==> src/rtl/stack_arbiter_pkg.sv <==
// Shared types for the stack arbiter: sequencer states and request op codes.
package stack_arbiter_pkg;

  typedef enum logic [1:0] {
    ST_IDLE  = 2'b00,
    ST_ISSUE = 2'b01,
    ST_RESP  = 2'b10
  } state_e;

  typedef enum logic {
    OP_PUSH = 1'b0,
    OP_POP  = 1'b1
  } op_e;

endpackage

==> src/rtl/rr_arbiter.sv <==
// Round-robin arbiter: picks the first active request at or after a rotating
// pointer; the pointer moves past the winner when the grant is consumed.
module rr_arbiter #(
  parameter int unsigned N_REQ = 2
) (
  input  logic                     clk,
  input  logic                     reset_n,
  input  logic [N_REQ-1:0]         req,
  input  logic                     advance,
  output logic [$clog2(N_REQ)-1:0] gnt_id,
  output logic                     gnt_valid
);

  localparam int unsigned IDW = $clog2(N_REQ);

  logic [IDW-1:0] r_ptr;
  logic [IDW:0]   w_cand;
  logic [IDW-1:0] w_ptr_next;

  // Scan N_REQ slots starting at the pointer, wrapping modulo N_REQ.
  always_comb begin
    gnt_id    = '0;
    gnt_valid = 1'b0;
    w_cand    = '0;
    for (int unsigned i = 0; i < N_REQ; i++) begin
      w_cand = (IDW+1)'(r_ptr) + (IDW+1)'(i);
      if (w_cand >= (IDW+1)'(N_REQ)) begin
        w_cand = w_cand - (IDW+1)'(N_REQ);
      end
      if (!gnt_valid && req[w_cand[IDW-1:0]]) begin
        gnt_valid = 1'b1;
        gnt_id    = w_cand[IDW-1:0];
      end
    end
  end

  assign w_ptr_next = (gnt_id == IDW'(N_REQ - 1)) ? '0 : gnt_id + IDW'(1);

  always_ff @(posedge clk or negedge reset_n) begin
    if (!reset_n) begin
      r_ptr <= '0;
    end else if (advance && gnt_valid) begin
      r_ptr <= w_ptr_next;
    end
  end

endmodule

==> src/rtl/stack_arbiter.sv <==
// Shares one LIFO stack between N_REQ requesters through a round-robin
// IDLE -> ISSUE -> RESP sequencer that never pushes on full or pops on empty.
module stack_arbiter
  import stack_arbiter_pkg::*;
#(
  parameter int unsigned DATA_SIZE      = 8,
  parameter int unsigned ADDR_SPACE_EXP = 4,
  parameter int unsigned N_REQ          = 2
) (
  input  logic                       clk,
  input  logic                       reset_n,
  input  logic [N_REQ-1:0]           req_valid,
  input  logic [N_REQ-1:0]           req_op,
  input  logic [N_REQ*DATA_SIZE-1:0] req_wdata,
  output logic [N_REQ-1:0]           req_done,
  output logic                       req_err,
  output logic [DATA_SIZE-1:0]       rsp_data,
  output logic [$clog2(N_REQ)-1:0]   grant_id,
  output logic                       busy,
  output logic [ADDR_SPACE_EXP:0]    level,
  output logic                       stk_push,
  output logic                       stk_pop,
  output logic [DATA_SIZE-1:0]       stk_push_data,
  input  logic [DATA_SIZE-1:0]       stk_pop_data,
  input  logic                       stk_empty,
  input  logic                       stk_full
);

  localparam int unsigned IDW   = $clog2(N_REQ);
  localparam int unsigned LVLW  = ADDR_SPACE_EXP + 1;
  localparam logic [LVLW-1:0] DEPTH = LVLW'(2 ** ADDR_SPACE_EXP);

  state_e                r_state;
  state_e                w_next;
  logic [IDW-1:0]        r_grant_id;
  op_e                   r_op;
  logic [DATA_SIZE-1:0]  r_wdata;
  logic                  r_err;
  logic [LVLW-1:0]       r_level;
  logic [DATA_SIZE-1:0]  r_rsp_data;
  logic [IDW-1:0]        w_gnt_id;
  logic                  w_gnt_valid;
  logic                  w_advance;

  rr_arbiter #(
    .N_REQ (N_REQ)
  ) u_rr (
    .clk       (clk),
    .reset_n   (reset_n),
    .req       (req_valid),
    .advance   (w_advance),
    .gnt_id    (w_gnt_id),
    .gnt_valid (w_gnt_valid)
  );

  always_ff @(posedge clk or negedge reset_n) begin
    if (!reset_n) begin
      r_state <= ST_IDLE;
    end else begin
      r_state <= w_next;
    end
  end

  // Strobes and done are decoded from the state so a reset drops them at once.
  always_comb begin
    w_next    = r_state;
    w_advance = 1'b0;
    stk_push  = 1'b0;
    stk_pop   = 1'b0;
    req_done  = '0;
    req_err   = 1'b0;
    case (r_state)
      ST_IDLE: begin
        if (w_gnt_valid) begin
          w_advance = 1'b1;
          w_next    = ST_ISSUE;
        end
      end
      ST_ISSUE: begin
        w_next = ST_RESP;
        if (r_op == OP_PUSH) begin
          stk_push = !stk_full;
        end else begin
          stk_pop  = !stk_empty;
        end
      end
      ST_RESP: begin
        w_next               = ST_IDLE;
        req_done[r_grant_id] = 1'b1;
        req_err              = r_err;
      end
      default: w_next = ST_IDLE;
    endcase
  end

  // Request latch, error flag, popped data and saturating occupancy count.
  always_ff @(posedge clk or negedge reset_n) begin
    if (!reset_n) begin
      r_grant_id <= '0;
      r_op       <= OP_PUSH;
      r_wdata    <= '0;
      r_err      <= 1'b0;
      r_level    <= '0;
      r_rsp_data <= '0;
    end else begin
      if (r_state == ST_IDLE && w_gnt_valid) begin
        r_grant_id <= w_gnt_id;
        r_op       <= op_e'(req_op[w_gnt_id]);
        r_wdata    <= req_wdata[int'(w_gnt_id) * int'(DATA_SIZE) +: DATA_SIZE];
      end
      if (r_state == ST_ISSUE) begin
        r_err <= !(stk_push || stk_pop);
        if (stk_pop) begin
          r_rsp_data <= stk_pop_data;
        end
        if (stk_push && r_level != DEPTH) begin
          r_level <= r_level + LVLW'(1);
        end else if (stk_pop && r_level != '0) begin
          r_level <= r_level - LVLW'(1);
        end
      end
    end
  end

  assign grant_id      = r_grant_id;
  assign busy          = (r_state != ST_IDLE);
  assign level         = r_level;
  assign rsp_data      = r_rsp_data;
  assign stk_push_data = r_wdata;

endmodule

==> config.mk <==
export PLATFORM = sky130hd
export DESIGN_NAME = stack_arbiter
export DESIGN_NICKNAME = d
export VERILOG_FILES = /design/src/rtl/stack_arbiter_pkg.sv /design/src/rtl/rr_arbiter.sv /design/src/rtl/stack_arbiter.sv
export SDC_FILE = /design/constraint.sdc
export NUM_CORES = 1
export LEC_CHECK = 0
export BUFFER_PORTS_ARGS = -buffer_cell sky130_fd_sc_hd__buf_2
export CELL_PAD_IN_SITES_DETAIL_PLACEMENT = 0
export CELL_PAD_IN_SITES_GLOBAL_PLACEMENT = 2
export CORE_MARGIN = 5
export CORE_UTILIZATION = 25
export DETAILED_ROUTE_END_ITERATION = 8
export PLACE_DENSITY_LB_ADDON = 0.25
export SETUP_SLACK_MARGIN = 0.3
export SYNTH_ARGS = -nofsm -noshare
export SYNTH_HDL_FRONTEND = slang
export SYNTH_HIERARCHICAL = 1
export SYNTH_SLANG_ARGS = --single-unit
==> constraint.sdc <==
create_clock -name clk -period 6.49 [get_ports clk]
set_input_delay 0.3245 -clock clk [delete_from_list [all_inputs] [get_ports clk]]
set_output_delay 0.3245 -clock clk [all_outputs]
set_load 0.02 [all_outputs]
==> results by group, run 1 <==
Timing
  • FMAX: 376 MHz
  • Final cycle utilization of the critical path: 0.410
  • Least-Margin Pin Slew: 1160 ps
  • TNS Setup: 0 ps
  • Worst rel slew slack: 0.224
  • Final hold violations: 0
  • Final setup fails: 0
  • RSZ-0062 raised after global routing: no
  • Fin crit period: 2660 ps
  • Layout Skew: 5.43 ps
  • Slew Limit Fails: 0

Critical path
  • Slowest cell on the critical path: or4_1
  • CP peak stage delay: 600 ps
  • Worst endpoint required time: 6680 ps
  • Critical path peak fanout: 6
  • Crit path cell chain: or4_1 > o21ai_1 > ha_1 > a21oi_1 > a21boi_0 > or3_1 > a22oi_1
  • Worst setup path class: reg -> reg
  • CP Data Arrival Time: 2860 ps
  • Startpoint class of the critical path: register
  • Critical Path End Type: register

Drt
  • DRC Markers: 0
  • Drt pass-1 iters: 4
  • Vias: 1,176
  • Post-DR wirelength/cell: 13.1 um
  • Vias per cell: 4.44
  • 1st-iter DRT viols: 39
  • Routed WL: 3480 um
  • DRT antenna net count: 0

GRT
  • Vias in the first global route: 1,217
  • Pin count of the biggest net entering global routing: 28
  • Grt ovf: 0
  • Initial antenna violation count: 0
  • GR Util All Layers: 0.101
  • First-pass GRT wire length: 5750 um

Synth
  • Synth area leader: dfrtp_1
  • FFs w/ async S/R, synth: 1.00
  • Post-synthesis xor/xnor area fraction: 0.0130
  • Post-synthesis cell count: 136
  • Yosys top cell area share: 0.500
  • Top_reg_cell synth: dfrtp_1
  • Yosys reg bits: 27
  • Post-Synth Simple-Gate Area: 0.220
  • Area contributors post-synth: dfrtp_1, nand2_1, mux2i_1
  • Synth cell types: 36
  • Sequential fraction of the synthesis area: 0.500
  • Synthesized area per cell: 9.93 sq um
  • Top-count cell post-synth: nand2_1
  • Adder-cell share of the synthesized area: 0.0426
  • Post-synthesis compound-gate area fraction: 0.105
  • Largest family of logic cells by synthesized area: simple AND/OR/NAND/NOR gates
  • YS warnings: 6
  • Syn nets: 172
  • Number of synthesized flops with an enable pin: 0
  • Synth cell count leaders: nand2_1, dfrtp_1, nor2_1, a21oi_1, mux2i_1
  • Multiplexer share of the synthesized area: 0.0918
  • Mapped cell area: 0.00135 sq mm

Clock network
  • Post-CTS sizing: 0
  • Total clock buffers created by CTS: 3
  • H-tree Lvls: 1
  • Clk slew on worst S/H paths: 90 ps
  • Longest Clk Path Bufs: 2
  • Root Buffer Master: clkbuf_8
  • # clock sinks: 27
  • Post-CTS Setup Bufs: 0
  • # hold bufs at CTS: 0
  • Clock latency on the worst-skew pair: 270 ps
  • CTS tree: done

Finish
  • Nets: 232
  • Register area: 676 sq um
  • Share of cells above drive strength 1: 0.364
  • Final cell utilization of the core: 0.341
  • P&R area growth vs syn: 30.7%
  • Multi-input gate area: 637 sq um
  • Final Non-Filler Cells: 265
  • FILL cells: 546
  • Diodes inserted: 0

Power and ir drop
  • PwrDens: 490 mW/mm^2
  • Worst-case vdd ir drop: 134 uV
  • Total power: 0.000864 W
  • Leak: 0.910 nW

Die
  • Die H: 83.5 um
  • Cell Rows: 26
  • Die W: 83.5 um
  • Core area: 0.00517 sq mm
  • Initial cell density of the core: 0.261
  • I/O Pins: 60
  • Die ar.: 0.00697 sq mm

Place
  • Input/output buffers: 59
  • Placed insts: 261
  • Placer congestion estimate: 0.832
  • DP HPWL: 2630 um

Min path
  • Hold crit path type: in -> async

Flow run
  • Max-Cap Viols: 0

Outcome
  • Status: finished clean
-- sequential cells by signal, indices dropped and copies added, names as in the netlist, named ones only --
| register | cells |
|---|---|
| r_op | 1 |
| r_err | 1 |
| grant_id | 1 |
| stk_push_data | 8 |
| rsp_data | 8 |
| level | 5 |
| r_state | 2 |
-- metal layers --
metal / vias up / track usage / share of wire
met5: - / 0 / 0
met4: 0 / 0.0424 / 0.014
met3: 6 / 0.0355 / 0.074
met2: 40 / 0.152 / 0.46
met1: 546 / 0.131 / 0.45
li1: 584 / - / -
-- worst paths after layout --
check	start	endpoint	slack, ps	cells after the start
hold reg to reg	rsp_data[6]$_DFFE_PN0P_	rsp_data[6]$_DFFE_PN0P_	490	2
hold / removal	reset_n	r_state[0]$_DFFE_PN0P_	50	1
setup / recovery	level[0]$_DFFE_PN0P_	level[3]$_DFFE_PN0P_	3830	7
max in group asynchronous	reset_n	level[0]$_DFFE_PN0P_	6040	1
setup reg to reg	level[0]$_DFFE_PN0P_	level[3]$_DFFE_PN0P_	3830	7
min in group clk	stk_pop_data[6]	rsp_data[6]$_DFFE_PN0P_	230	3
-- through the flow --
| step | setup WS, ps | cell area, sq um | hold WS, ps |
|---|---|---|---|
| detailed placement | 3860 | 1720 | 393 |
| global route | 3650 | 1760 | 121 |
| floorplan | 3990 | 1350 | 28.9 |
| CTS | 3850 | 1760 | 80.7 |
| finish | 3830 | 1760 | 53.2 |
| global placement | 3990 | 1720 | 389 |
-- critical path, delay by kind of cell (launching register included) --
family,cells,cell delay [ps]
adder cells (fa/ha/maj),1,370
AO/OA/AOI/OAI,4,810
AND/OR/NAND/NOR,2,940
flip-flops,1,470
-- cell usage in the layout, fill, tap and decap left out, types with 2 or more instances in the layout --
master and n:
ha_1 3, buf_2 59, xor2_1 2, clkbuf_8 3
o21ai_1 2, nand3_1 3, o221a_2 2, inv_1 4
nand2_1 30, mux2i_1 9, dfrtp_1 27, nor2_1 13
a21oi_1 12, and3b_1 3
-- power breakdown --
| part | total, W | internal, W | switching, W |
|---|---|---|---|
| sequential | 0.000324 | 0.000249 | 0.0000749 |
| combinational | 0.000442 | 0.000178 | 0.000264 |
| clock | 0.0000976 | 0.0000431 | 0.0000546 |
-- cells by family (layout without fill, tap and decap cells) --
logic type,count (synthesis),after routing
adders and majority gates,4,4
buffers and inverters,9,68
DFF,27,27
muxes,11,11
xor gates and xnor gates,2,2
AOI/OAI and AO/OA,23,23
and+or+nand+nor,60,60
-- area by class of cell --
cell class | instances | area share
Sequential cell | 27 | 0.383
Multi-Input combinational cell | 100 | 0.361
Timing Repair Buffer | 60 | 0.172
Tap cell | 70 | 0.0496
Clock buffer | 3 | 0.0234
Inverter | 4 | 0.00851
Clock inverter | 1 | 0.00284
No activity file was read; power rests on OpenSTA's default activity.
==> run 2, diff against run 1 <==
- CORE_UTILIZATION: 25 -> 24
- clock period: 6.49 -> 2.2 ns (I/O delays scaled with it)
==> run 2 against run 1 <==
Against the previous run: critical endpoint unchanged; highest routed layer unchanged; flip-flop and latch count did not move; hold slack got worse by 37 ps; largest power group unchanged; critical path depth did not move; sequential share of layout area fell by 3.9 points; the flow now finishes with violations (setup timing); cell area rose by 12%; combinational power rose to 3.8 times the previous value; setup slack got worse by 3800 ps; non-clock buffer count rose by 17.
==> results by group, run 2 (same netlist as run 1, synthesis figures left out) <==
Outcome
  • Status: complete, but fails checks
  • Failing checks: setup timing

GRT
  • Pin count of the biggest net entering global routing: 28
  • GR Util All Layers: 0.110
  • Vias in the first global route: 1,388
  • Initial antenna violation count: 0
  • First-pass GRT wire length: 6560 um
  • Grt ovf: 0

Drt
  • DRC Markers: 0
  • Drt pass-1 iters: 4
  • Vias: 1,249
  • 1st-iter DRT viols: 35
  • DRT antenna net count: 0
  • Vias per cell: 4.40
  • Post-DR wirelength/cell: 13.7 um
  • Routed WL: 3880 um

Power and ir drop
  • Seq pwr share: 0.311
  • Internal power: 0.00160 W
  • Switching Fraction: 0.441
  • Clk pwr share: 0.101
  • Worst-case vdd ir drop: 437 uV
  • PwrDens: 1450 mW/mm^2
  • Switch Pwr: 0.00126 W
  • Comb pwr share: 0.587
  • Leak: 0.998 nW

Timing
  • Slew Limit Fails: 0
  • Final hold violations: 0
  • Final setup fails: 1
  • Final cycle utilization of the critical path: 1.01
  • RSZ-0062 raised after global routing: yes
  • Least-Margin Pin Slew: 647 ps
  • Layout Skew: 9.35 ps
  • Setup WS post-layout: -16.3 ps
  • Worst rel slew slack: 0.569
  • FMAX: 451 MHz
  • Fin crit period: 2220 ps

Die
  • Initial cell density of the core: 0.247
  • Cell Rows: 27
  • Core area: 0.00547 sq mm
  • Die H: 85 um
  • I/O Pins: 60
  • Die ar.: 0.00723 sq mm
  • Die W: 85 um

Critical path
  • CP Data Arrival Time: 2410 ps
  • Worst endpoint required time: 2390 ps
  • Delay-heaviest family, CP: simple AND/OR/NAND/NOR gates
  • Critical path peak fanout: 4
  • Critical Path End Type: register
  • Crit path cell chain: or4_4 > o21ai_4 > ha_4 > a21oi_2 > a21boi_1 > or3_4 > a22oi_2
  • Worst path bufs/invs: 0
  • CP peak stage delay: 560 ps
  • Slowest cell on the critical path: or4_4
  • Startpoint class of the critical path: register
  • Worst setup path class: reg -> reg

Place
  • Input/output buffers: 59
  • Placed insts: 276
  • DP HPWL: 3010 um
  • Placer congestion estimate: 0.809
  • Placed Area: 0.00185 sq mm
  • Placement Setup Slack: -114 ps

Finish
  • Nets: 249
  • Commonest non-fill, non-tap cell in the layout: buf_2
  • Final Non-Filler Cells: 284
  • Most frequent cells in the layout: buf_2, nand2_1, dfrtp_1
  • Post-route cell area: 0.00197 sq mm
  • Share of cells above drive strength 1: 0.467
  • Diodes inserted: 0
  • P&R area growth vs syn: 45.9%

Flow run
  • Max-Cap Viols: 0

Clock network
  • Root Buffer Master: clkbuf_8
  • H-tree Lvls: 1
  • Clk slew on worst S/H paths: 100 ps
  • Total clock buffers created by CTS: 3
  • Longest Clk Path Bufs: 2
  • Clock latency on the worst-skew pair: 270 ps
  • CTS tree: done
  • # clock sinks: 27

Min path
  • Hold crit path type: in -> reg
==> run 2: changes by cell type in the layout (fill, tap and decap cells not counted), sizes merged <==
cell / change
clkinvlp: +1
clkinv: -1
dlygate4sd3: +1
buf: +16
==> run 2: metrics by stage <==
stage,hold WS (ps),total power [W],utilization,setup TNS (ps)
after CTS,9.49,0.00288,0.356,0
after floorplan,-186,0.00190,-,-178
after detailed placement,177,0.00250,0.339,-142
after global placement,165,0.00244,0.339,-21.2
final,15.9,0.00286,0.360,-16.3
after global routing,8.48,0.00310,0.360,-256
==> run 2: repair_timing <==
item | in CTS | in global routing
cloned | 0 | 0
resized for setup | 5 | 3
buffers inserted | 2 | 1
pin swaps | 9 | 2
endpoints found under the hold margin | 27 | 0
setup endpoints to repair | 4 | 4
hold buffers | 1 | 0
==> run 2: power by group through the flow <==
stage / combinational [W] / clock [W] / sequential [W]
floorplan: 0.000723 / 0 / 0.00118
global placement: 0.00155 / 0 / 0.000896
detailed placement: 0.00160 / 0 / 0.000903
CTS: 0.00168 / 0.000308 / 0.000896
global route: 0.00184 / 0.000328 / 0.000932
finish: 0.00168 / 0.000290 / 0.000891
==> run 2: layout make-up <==
class	count	area [sq um]
multi-input combinational	100	697
inverter	4	15.0
timing repair buffer	77	440
fill	604	3500
clock buffer	3	41.3
tap	72	90.1
sequential	27	678
clock inverter	1	7.51
==> run 2: metal layers <==
| layer | vias up | track usage | routed length [um] |
|---|---|---|---|
| li1 | 615 | - | - |
| met1 | 581 | 0.143 | 1680 |
| met3 | 2 | 0.0262 | 317 |
| met5 | - | 0 | 0 |
| met4 | 0 | 0.0216 | 4 |
| met2 | 51 | 0.187 | 1880 |
==> run 2: worst paths after layout <==
kind	startpoint	to	slack (ps)	depth (start not counted)
max in group asynchronous	reset_n	level[0]$_DFFE_PN0P_	1340	2
setup reg to reg	level[0]$_DFFE_PN0P_	level[3]$_DFFE_PN0P_	-20	7
min in group asynchronous	reset_n	stk_push_data[5]$_DFFE_PN0P_	400	2
hold reg to reg	rsp_data[3]$_DFFE_PN0P_	rsp_data[3]$_DFFE_PN0P_	480	2
setup / recovery	level[0]$_DFFE_PN0P_	level[3]$_DFFE_PN0P_	-20	7
hold / removal	stk_pop_data[3]	rsp_data[3]$_DFFE_PN0P_	20	3
==> run 2: worst register-to-register path, delay by kind of cell, from the launching register on <==
kind,cells,cell delay (ps)
AO/OA/AOI/OAI,4,600
adder cells (fa/ha/maj),1,260
flip-flops,1,410
AND/OR/NAND/NOR,2,880
==> run 3, diff against run 2 <==
- RECOVER_POWER: not set -> 100
- SLEW_MARGIN: not set -> 20
==> run 3 against run 2 <==
Against the previous run: the run ends with capacitance limit, slew limit, setup timing left; setup slack worse by 2.0 ps; combinational power fell by 4%; sequential share of layout area grew 0.78 points; count of clock-buffer cells in the layout unchanged; via count decreased by 0.32%; clock skew about the same; flip-flop and latch count unchanged; routed wire length up 0.23%; critical endpoint unchanged; largest cell class unchanged.
==> results by group, run 3 (same netlist as run 1, synthesis figures left out) <==
Outcome
  • Status: complete, but fails checks
  • Failing checks: capacitance limit, slew limit, setup timing

Critical path
  • Worst endpoint required time: 2390 ps
  • Critical path peak fanout: 4
  • Slowest cell on the critical path: or4_4
  • Startpoint class of the critical path: register
  • Worst setup path class: reg -> reg
  • Setup slack, reg-to-reg: -20 ps
  • Worst-case reg-to-reg path depth: 7
  • RR Endpoint: level[3]$_DFFE_PN0P_
  • CP peak stage delay: 560 ps
  • CP Data Arrival Time: 2410 ps
  • Crit path cell chain: or4_4 > o21ai_4 > ha_4 > a21oi_2 > a21boi_1 > or3_4 > a22oi_2
  • Critical Path End Type: register
  • Reg-to-reg startpoint: level[0]$_DFFE_PN0P_

Clock network
  • CTS tree: done
  • H-tree Lvls: 1
  • Root Buffer Master: clkbuf_8
  • # clock sinks: 27
  • Total clock buffers created by CTS: 3
  • Longest Clk Path Bufs: 2
  • Clock latency on the worst-skew pair: 270 ps
  • Clk slew on worst S/H paths: 100 ps

Timing
  • Hold_ws: 16.0 ps
  • Final hold violations: 0
  • Fin crit period: 2220 ps
  • Final setup fails: 2
  • Setup WS post-layout: -18.2 ps
  • FMAX: 451 MHz
  • Least-Margin Pin Slew: 1540 ps
  • Worst rel slew slack: -0.0296
  • RSZ-0062 raised after global routing: yes
  • Slew Limit Fails: 28
  • Layout Skew: 9.23 ps
  • Final cycle utilization of the critical path: 1.01

Finish
  • Most frequent cells in the layout: buf_2, nand2_1, clkbuf_1
  • Final cell utilization of the core: 0.352
  • Nets: 249
  • FILL cells: 622
  • Share of cells above drive strength 1: 0.330
  • P&R area growth vs syn: 42.6%
  • Diodes inserted: 0
  • Post-route cell area: 0.00193 sq mm
  • Commonest non-fill, non-tap cell in the layout: buf_2

Drt
  • Routed WL: 3890 um
  • DRT antenna net count: 0
  • Drt pass-1 iters: 4
  • 1st-iter DRT viols: 35
  • Vias: 1,245
  • Post-DR wirelength/cell: 13.7 um
  • Vias per cell: 4.38
  • DRC Markers: 0

Die
  • Initial cell density of the core: 0.247
  • Core area: 0.00547 sq mm
  • Cell Rows: 27
  • Die W: 85 um
  • Die ar.: 0.00723 sq mm
  • Die H: 85 um
  • I/O Pins: 60

GRT
  • Grt ovf: 0
  • Initial antenna violation count: 0
  • First-pass GRT wire length: 6560 um
  • Pin count of the biggest net entering global routing: 28
  • GR Util All Layers: 0.110
  • Vias in the first global route: 1,388

Place
  • DP HPWL: 3010 um
  • Placed Area: 0.00185 sq mm
  • Placer congestion estimate: 0.809
  • Placement Setup Slack: -114 ps
  • Input/output buffers: 59

Power and ir drop
  • PwrDens: 1450 mW/mm^2
  • Leak: 0.907 nW
  • Worst-case vdd ir drop: 426 uV

Min path
  • Min-delay src: stk_pop_data[3]
  • Hold crit path type: in -> reg
  • Worst hold endpoint: rsp_data[3]$_DFFE_PN0P_
  • Hold Path Depth: 3

Flow run
  • Max-Cap Viols: 1
[run 3: worst max-delay path by stage]
| stage | startpoint | to | slack [ps] | cells after the start |
|---|---|---|---|---|
| floorplan | r_op$_DFFE_PN0P_ | level[4]$_DFFE_PN0P_ | -90 | 6 |
| global placement | level[1]$_DFFE_PN0P_ | level[3]$_DFFE_PN0P_ | -20 | 7 |
| detailed placement | level[1]$_DFFE_PN0P_ | level[3]$_DFFE_PN0P_ | -110 | 7 |
| CTS | level[0]$_DFFE_PN0P_ | level[1]$_DFFE_PN0P_ | 1 | 7 |
| global route | level[0]$_DFFE_PN0P_ | level[1]$_DFFE_PN0P_ | -90 | 7 |
| finish | level[0]$_DFFE_PN0P_ | level[3]$_DFFE_PN0P_ | -20 | 7 |
[run 3: repair_timing]
| item | 4_1_cts | 5_1_grt |
|---|---|---|
| endpoints found under the setup margin | 4 | 4 |
| gates resized for setup | 5 | 3 |
| hold buffers | 1 | 0 |
| cloned | 0 | 0 |
| pin swaps | 9 | 2 |
| endpoints found under the hold margin | 27 | 0 |
| buffers inserted | 2 | 1 |
[run 3: power breakdown]
group / switching, W / internal, W / total, W
Clock: 0.000162 / 0.000128 / 0.000290
Sequential: 0.000155 / 0.000740 / 0.000895
Combinational: 0.000953 / 0.000657 / 0.00161
Total: 0.00127 / 0.00153 / 0.00280
[run 3: critical path: cells and delay by family (launching register included)]
kind,cells,cell delay [ps]
flip-flops,1,410
AO/OA/AOI/OAI,4,600
adder cells (fa/ha/maj),1,260
AND/OR/NAND/NOR,2,880
[run 3: layout make-up]
cell class	count	area, sq um	share of cell area
multi-input combinational	100	697	0.362
sequential	27	678	0.352
timing repair buffer	77	397	0.206
tap	72	90.1	0.0468
clock buffer	3	41.3	0.0214
inverter	4	15.0	0.00780
clock inverter	1	7.51	0.00390
[run 3: stage by stage]
stage                     cells  TNS, ps  total power, W
after floorplan             136     -178         0.00190
after global placement      276    -21.2         0.00244
after detailed placement    276     -142         0.00250
after CTS                   283        0         0.00288
after global routing        284     -291         0.00303
final                       284    -24.2         0.00280
[run 3: routing by layer]
layer,GRT usage,wire [um]
met3,0.0262,287
met2,0.187,1880
met5,0,0
met4,0.0216,4
met1,0.143,1710
